--- src/rtl/multi_nbit_serial.sv ---
// Bit-serial WIDTH x WIDTH multiplier with LSB-first operands and product, unsigned or two's complement.
// Define MULT_SERIAL_OVERLAP_EN to double-buffer operands so consecutive products stream back-to-back.
module multi_nbit_serial #(
  parameter int unsigned WIDTH = 4
) (
  input  logic CLK,
  input  logic RST,
  input  logic TC,
  input  logic IN_VALID,
  output logic IN_READY,
  input  logic A,
  input  logic B,
  output logic O,
  output logic O_VALID,
  output logic O_LAST
);

  localparam int unsigned ICW = $clog2(WIDTH);
  localparam int unsigned RCW = $clog2(2 * WIDTH);
  localparam logic [ICW-1:0] IN_LAST  = ICW'(WIDTH - 1);
  localparam logic [RCW-1:0] OUT_LAST = RCW'(2 * WIDTH - 1);
  localparam logic [RCW-1:0] SUB_IDX  = RCW'(WIDTH - 1);

  localparam logic [0:0] ST_LOAD = 1'b0;
  localparam logic [0:0] ST_RUN  = 1'b1;

  // Load buffer: collects the incoming frame.
  logic [ICW-1:0]   in_cnt_q, in_cnt_d;
  logic [WIDTH-1:0] a_q, a_d;
  logic [WIDTH-1:0] b_q, b_d;
  logic             tc_q, tc_d;
  logic             full_q, full_d;

  // Active frame: operands of the product currently being emitted.
  logic [0:0]       state_q, state_d;
  logic [WIDTH-1:0] act_a_q, act_a_d;
  logic [WIDTH-1:0] act_b_q, act_b_d;
  logic             act_tc_q, act_tc_d;
  logic [WIDTH:0]   acc_q, acc_d;
  logic [RCW-1:0]   run_cnt_q, run_cnt_d;

  logic             o_q, o_d;
  logic             o_valid_q, o_valid_d;
  logic             o_last_q, o_last_d;

  logic             in_ready;
  logic             accept;
  logic             last_accept;
  logic             frame_rdy;
  logic             at_last;
  logic             start;
  logic [WIDTH-1:0] fa, fb;

  logic [WIDTH-1:0] s_a, s_b, a_sh;
  logic             s_tc;
  logic [WIDTH:0]   s_acc, pp, sum;
  logic [RCW-1:0]   s_idx;
  logic             step_bit;
  logic [WIDTH:0]   step_acc;

  always_comb begin
    at_last = (state_q == ST_RUN) && (run_cnt_q == OUT_LAST);
`ifdef MULT_SERIAL_OVERLAP_EN
    // The buffer frees on the O_LAST edge, so a new bit 0 may land that same edge.
    in_ready = !full_q || at_last;
`else
    in_ready = (state_q == ST_LOAD);
`endif
    accept      = IN_VALID && in_ready;
    last_accept = accept && (in_cnt_q == IN_LAST);
    frame_rdy   = full_q || last_accept;
    start       = frame_rdy && ((state_q == ST_LOAD) || at_last);

    // A frame finishing this edge still has its top bits on the pins.
    fa = a_q;
    fb = b_q;
    if (last_accept) begin
      fa[WIDTH-1] = A;
      fb[WIDTH-1] = B;
    end
  end

  always_comb begin
    a_d      = a_q;
    b_d      = b_q;
    tc_d     = tc_q;
    in_cnt_d = in_cnt_q;
    if (accept) begin
      a_d[in_cnt_q] = A;
      b_d[in_cnt_q] = B;
      if (in_cnt_q == '0) begin
        tc_d = TC;
      end
      in_cnt_d = last_accept ? '0 : in_cnt_q + 1'b1;
    end
    full_d = frame_rdy && !start;
  end

  // One shift-add step. Sign of A is handled by subtracting its top partial product,
  // so the accumulator always holds the true partial sum and later steps add nothing.
  always_comb begin
    if (start) begin
      s_a   = fa;
      s_b   = fb;
      s_tc  = tc_q;
      s_acc = '0;
      s_idx = '0;
    end else begin
      s_a   = act_a_q;
      s_b   = act_b_q;
      s_tc  = act_tc_q;
      s_acc = acc_q;
      s_idx = run_cnt_q + 1'b1;
    end
    a_sh     = s_a >> s_idx;
    pp       = a_sh[0] ? {s_tc & s_b[WIDTH-1], s_b} : '0;
    sum      = (s_tc && (s_idx == SUB_IDX)) ? s_acc - pp : s_acc + pp;
    step_bit = sum[0];
    step_acc = {s_tc & sum[WIDTH], sum[WIDTH:1]};
  end

  always_comb begin
    state_d   = state_q;
    act_a_d   = act_a_q;
    act_b_d   = act_b_q;
    act_tc_d  = act_tc_q;
    acc_d     = acc_q;
    run_cnt_d = run_cnt_q;
    o_d       = 1'b0;
    o_valid_d = 1'b0;
    o_last_d  = 1'b0;
    if (start) begin
      state_d   = ST_RUN;
      act_a_d   = fa;
      act_b_d   = fb;
      act_tc_d  = tc_q;
      acc_d     = step_acc;
      run_cnt_d = '0;
      o_d       = step_bit;
      o_valid_d = 1'b1;
    end else if (state_q == ST_RUN) begin
      if (at_last) begin
        state_d = ST_LOAD;
      end else begin
        acc_d     = step_acc;
        run_cnt_d = s_idx;
        o_d       = step_bit;
        o_valid_d = 1'b1;
        o_last_d  = (s_idx == OUT_LAST);
      end
    end
  end

  always_ff @(posedge CLK) begin
    if (RST) begin
      in_cnt_q  <= '0;
      a_q       <= '0;
      b_q       <= '0;
      tc_q      <= 1'b0;
      full_q    <= 1'b0;
      state_q   <= ST_LOAD;
      act_a_q   <= '0;
      act_b_q   <= '0;
      act_tc_q  <= 1'b0;
      acc_q     <= '0;
      run_cnt_q <= '0;
      o_q       <= 1'b0;
      o_valid_q <= 1'b0;
      o_last_q  <= 1'b0;
    end else begin
      in_cnt_q  <= in_cnt_d;
      a_q       <= a_d;
      b_q       <= b_d;
      tc_q      <= tc_d;
      full_q    <= full_d;
      state_q   <= state_d;
      act_a_q   <= act_a_d;
      act_b_q   <= act_b_d;
      act_tc_q  <= act_tc_d;
      acc_q     <= acc_d;
      run_cnt_q <= run_cnt_d;
      o_q       <= o_d;
      o_valid_q <= o_valid_d;
      o_last_q  <= o_last_d;
    end
  end

  assign IN_READY = in_ready;
  assign O        = o_q;
  assign O_VALID  = o_valid_q;
  assign O_LAST   = o_last_q;

endmodule
--- config.mk ---
export PLATFORM = sky130hd
export DESIGN_NAME = multi_nbit_serial
export DESIGN_NICKNAME = d
export VERILOG_FILES = /design/src/rtl/multi_nbit_serial.sv
export SDC_FILE = /design/constraint.sdc
export NUM_CORES = 1
export LEC_CHECK = 0
export BUFFER_PORTS_ARGS = -buffer_cell sky130_fd_sc_hd__buf_2
export CORE_ASPECT_RATIO = 1.25
export CORE_MARGIN = 3
export CORE_UTILIZATION = 30
export DETAILED_ROUTE_END_ITERATION = 8
export PLACE_DENSITY = 0.51
export SYNTH_ARGS = -nofsm -noshare
export SYNTH_HDL_FRONTEND = slang
export SYNTH_SLANG_ARGS = --single-unit
--- constraint.sdc ---
create_clock -name CLK -period 3.3 [get_ports CLK]
set_input_delay 0 -clock CLK [delete_from_list [all_inputs] [get_ports CLK]]
set_output_delay 0 -clock CLK [all_outputs]
set_load 0.005 [all_outputs]
# Yosys cells after proc, flatten, opt, wreduce, memory -nomap -nowiden
# Cells that the tools add are included.
# word_totals
register_bits	32
inputBits	6
output_inout_bits	4
# op_classes
eq_ne	5
addsub	4
n_lt_le_gt_ge	2
n_reduce_logical	17
shifts	1
n_bitwise	4
mux	23
# op_table
cell	n
$mux W5	6
$mux W1	10
$bwmux W4	2
$mux W4	2
$logic_and A1 B1 Y1	7
$eq A3 B3 Y1 const B	2
$reduce_and A2 Y1	3
$add A5 B5 Y5	1
$sub A5 B5 Y5	1
$reduce_or A4 Y1	1
$shr A4 B3 Y1	1
$add A3 B1 Y3 const B	1
$eq A3 B2 Y1 const B	1
$lt A2 B3 Y1 const B	1
$mux W3	1
$add A2 B1 Y2 const B	1
$and A1 B1 Y1	2
$demux W1 S2	1
$eq A2 B2 Y1 const B	1
$ge A2 B1 Y1 const B	1
$logic_not A2 Y1	1
$logic_or A1 B1 Y1	2
$mux W2	1
$ne A2 B1 Y1 const B	1
4 further kinds	5

# Longest topological paths before layout
# depth
depth_word	14
mapped_depth	18

# Least setup slack after synthesis
# Ideal clock, no wire load.
# synth_timing
path_type	register to register
from	reg run_cnt_q[0]
to	reg acc_q[3]
period_less_slack_ns	3.444
t_required_ns	3.221
setup_slack_ns	-0.144
path_buffers	0
arrival_time_ns	3.365
path_stages_with_launch	17
setup_ns	0.079
cell_sequence	dfxtp_1 ha_1 ha_1 a21boi_2 or3b_4 and2_2 or2_2 ha_1 mux2i_1 inv_1 fa_1 inv_1 a21o_1 a21oi_1 xnor2_2 xor2_1 a211oi_2
# synth_via
elab_chain_len	12
elab_cells_between_ends	24
cone_classes	add/sub: 3; eq/ne: 3; shift: 1; mux: 10; bitwise: 1; reduce/logical: 6
# synth_lines
item	line_no	rtl
start, declared	40	logic [RCW-1:0] run_cnt_q, run_cnt_d;
start signal, assigned	181	run_cnt_q <= run_cnt_d;
parallel branches: the longest is 12 deep, another holds $add A5 B5 Y5	n/a	
end signal, assigned	165	acc_q <= '0;
end signal, assigned	180	acc_q <= acc_d;
end, declared	39	logic [WIDTH:0] acc_q, acc_d;
# Several ways; the timed one is not identified. The select of a mux whose other input is x is not followed.
# A chain may end at the register's enable or synchronous reset.

# Worst setup path after layout
# Same ends and word-level chain as after synthesis.

==> metrics.log <==
INFO  metric synth-seq-area-share = 37.2%
INFO  metric worst_slew_margin_rel = 56.0%
INFO  metric clk_pin_slew = 0.07 ns
INFO  metric run_status = complete, no violations
INFO  metric final-max-slew-violation-count = 0
INFO  metric seq_power_share = 45.6%
INFO  metric timing.max_cap.violations = 0
INFO  metric cells_taking_the_most_area_after_synthesis = dfxtp_1 (37%), ha_1 (8.0%), nand2_1 (5.7%)
INFO  metric initial_antenna_violation_count = 0
INFO  metric met2_resource_use_gr = 19.4%
INFO  metric clock_path_buffers = 2
INFO  metric placement_rows = 30
INFO  metric drt-pass1-iter-count = 4
INFO  metric cp.arrival = 3.35 ns
INFO  metric required_time_at_the_endpoint_of_the_critical_path = 3.44 ns
INFO  metric die_y = 90.7 um
INFO  metric power_frac_clock = 47.6%
INFO  metric powerDensity = 395 mW/mm^2
INFO  metric synth_fa_ha_area_share = 9.16%
INFO  metric p_leak = 0.849 nW
INFO  metric dp_hpwl = 2790 um
INFO  metric rsz0062_at_grt = true
INFO  metric htree_num_levels = 2
INFO  metric layout.cells.most_common = dfxtp_1
INFO  metric grt_most_used_layer = met2
INFO  metric ioPinCount = 10
INFO  metric die-area = 0.00668 mm^2
INFO  metric syn2layout_area_growth = 29.1%
INFO  metric switching_share = 21.9%
INFO  metric hold_viol = 0
INFO  metric use_met3 = 4.23%
INFO  metric power.total = 0.000878 W
INFO  metric via_count_of_the_first_global_routing_pass = 1406
INFO  metric worst_setup_path_end_kind = flop
INFO  metric syn_area = 0.00172 mm^2
INFO  metric finalWeightedCongestion = 0.762
INFO  metric post_synth_top_area_cell = dfxtp_1
INFO  metric grt_pass1_wl = 6630 um
INFO  metric synth_top_family_by_area = simple AND/OR/NAND/NOR gates
INFO  metric chipWidth = 73.7 um
INFO  metric routed_wire_length_per_instance = 13.3 um
INFO  metric postSynthRegisterBits = 32
INFO  metric setup.worst_path.start_class = flop
INFO  metric filler_cell_count = 567
INFO  metric timing.final.crit_period = 3.20 ns
INFO  metric synth.distinct_cells = 45
INFO  metric synth_cells = 196
INFO  metric final_area = 0.00222 mm^2
INFO  metric detailedRoute.firstIterationViolations = 62
INFO  metric routed_wl = 3860 um
INFO  metric vdd_ir_drop_max = 0.164 mV
INFO  metric number_of_warnings_issued_by_yosys = 0
INFO  metric simple_gate_fraction_of_synth_area = 22.0%
INFO  metric design.final.nets = 244
INFO  metric p_int = 0.000686 W
INFO  metric grt_util_met1 = 17.0%
INFO  metric final_core_utilization = 40.5%
INFO  metric cts_made_buffers = 5
INFO  metric final.hold.worst_slack = 0.226 ns
INFO  metric detailed_route_via_count = 1424
INFO  metric antenna_cells = 0
INFO  metric syn_avg_cell_area = 8.78 um^2
INFO  metric starting_density_of_the_core = 31.4%
INFO  metric clkSinkCount = 32
INFO  metric regArea = 644 um^2
INFO  metric drt_drc_violations_left = 0
INFO  metric yosys-mux-area-fraction = 7.35%
INFO  metric worst_hold_path_type = in -> reg
INFO  metric synth_top_area_share = 37.2%
INFO  metric finalClockSkew = 0.00643 ns
INFO  metric netSwitchingPower = 0.000192 W
INFO  metric path_max_fanout = 4
INFO  metric design.core.area = 0.00548 mm^2
INFO  metric gr-total-overflow = 0
INFO  metric final_worst_path_cycle_share = 97.1%
INFO  metric drive_above_1_share = 31.3%
INFO  metric top_library_cells_by_usage_in_the_layout_fill_and_taps_aside = dfxtp_1 (29), nand2_1 (26), nor2_1 (21)
INFO  metric place_area = 0.00192 mm^2
INFO  metric p_comb_share = 6.8%
INFO  metric postSynthNetCount = 214
INFO  metric clock_insertion_delay_worst_skew = 0.29 ns
INFO  metric cts_tree = yes
INFO  metric multi_input_area = 0.00111 mm^2
INFO  metric avgViaCountPerCell = 4.89
INFO  metric grt_max_degree = 34
INFO  metric gr-usage-all-layers = 12.8%
INFO  metric final-setup-viol-count = 0
INFO  metric synth_compound_gate_area_share = 15.1%
INFO  metric synth-xor-area-share = 4.51%
INFO  metric port_buffers = 9
INFO  metric transition_time_at_the_pin_with_the_least_slew_margin = 0.660 ns
INFO  metric antenna_left = 0
INFO  metric clk_root_buffer_cell = clkbuf_8
INFO  metric critical_path_class = reg -> reg
INFO  metric fmax = 312 MHz
## synth_stat cells, drive strengths merged
master	count
a21boi	1
o211ai	1
clkbuf	7
nand2	26
or3b	1
nand2b	1
nand3	8
xnor2	5
mux4	1
a211oi	4
o21ai	2
inv	10
mux2i	8
and2	6
dfxtp	32
o41ai	2
and3	1
a22oi	1
and4bb	1
ha	11
mux2	1
nor2b	1
nor2	22
buf	2
and3b	1
or2	2
o32a	1
a21o	3
a221oi	2
nand3b	2
nor3	6
o221ai	1
and2b	1
a21oi	18
fa	1
xor2	3
## worst max-delay path, cell delays in order, from the launching register on
cell,delay (ns)
dfxtp_2,0.36
ha_4,0.14
ha_4,0.13
a21boi_4,0.06
or3b_4,0.38
and2_4,0.16
or2_4,0.24
ha_4,0.16
a21oi_1,0.17
xnor2_1,0.15
ha_1,0.26
a21o_1,0.19
a21oi_2,0.16
xnor2_2,0.15
xor2_1,0.23
a211oi_2,0.10
## kinds of logic (layout without fill, tap and decap cells)
logic type      after synthesis  after routing
simple gates                 79             79
compound gates               36             36
fa+ha+maj                    12             12
buf+inv                      19             50
mux                          10             10
flops                        32             32
xor+xnor                      8              8
## registers in the layout, summed over array words and instances (netlist names)
name / cells
acc_q: 5
a_q: 4
act_a_q: 4
act_b_q: 4
b_q: 4
run_cnt_q: 3
in_cnt_q: 2
O: 1
O_LAST: 1
O_VALID: 1
act_tc_q: 1
full_q: 1
tc_q: 1
## worst paths after layout
path | slack, ns | start | to | cells past startpoint
hold reg to reg | 0.46 | a_q[1]$_SDFFE_PP0P_ | act_a_q[1]$_SDFF_PP0_ | 2
hold / removal | 0.23 | RST | O_VALID$_SDFF_PP0_ | 2
setup / recovery | 0.1 | run_cnt_q[0]$_SDFFE_PP0P_ | acc_q[3]$_SDFFE_PP0P_ | 15
setup reg to reg | 0.1 | run_cnt_q[0]$_SDFFE_PP0P_ | acc_q[3]$_SDFFE_PP0P_ | 15
## power groups by stage
stage	Clock (W)	Sequential [W]	Combinational (W)
finish	0.000418	0.000400	0.0000593
global route	0.000448	0.000401	0.0000680
CTS	0.000429	0.000399	0.0000595
detailed placement	0	0.000408	0.0000560
global placement	0	0.000408	0.0000559
floorplan	0	0.000407	0.0000379
## timing repair
item                       4_1_cts  5_1_grt
hold buffers                     3        0
pin swaps                       10       14
buffers inserted                 3        3
resized for setup               11       10
setup endpoints to repair        2        3
hold endpoints to repair         3        0
## per-layer routing
layer,vias up,share of wire [%]
met4,0,1.4
met2,22,45
li1,736,-
met5,-,0
met1,661,48
met3,5,5.5
## area by class of cell
class	instances	share of cell area [%]
Tap cell	64	3.61
Multi-Input combinational cell	145	49.9
Clock inverter	1	1.35
Clock buffer	7	4.34
Sequential cell	32	29.0
Inverter	10	1.69
Timing Repair Buffer	32	10.1
## per-stage QoR
| stage | TNS, ns | instances | setup WS (ns) |
|---|---|---|---|
| after floorplan | 0 | 196 | 0.0384 |
| after global placement | -0.109 | 275 | -0.0821 |
| after detailed placement | -0.215 | 275 | -0.127 |
| after CTS | -0.00657 | 289 | -0.00657 |
| after global routing | -0.102 | 291 | -0.0600 |
| final | 0 | 291 | 0.0954 |
Note: power is estimated with default switching activity, not from simulation.
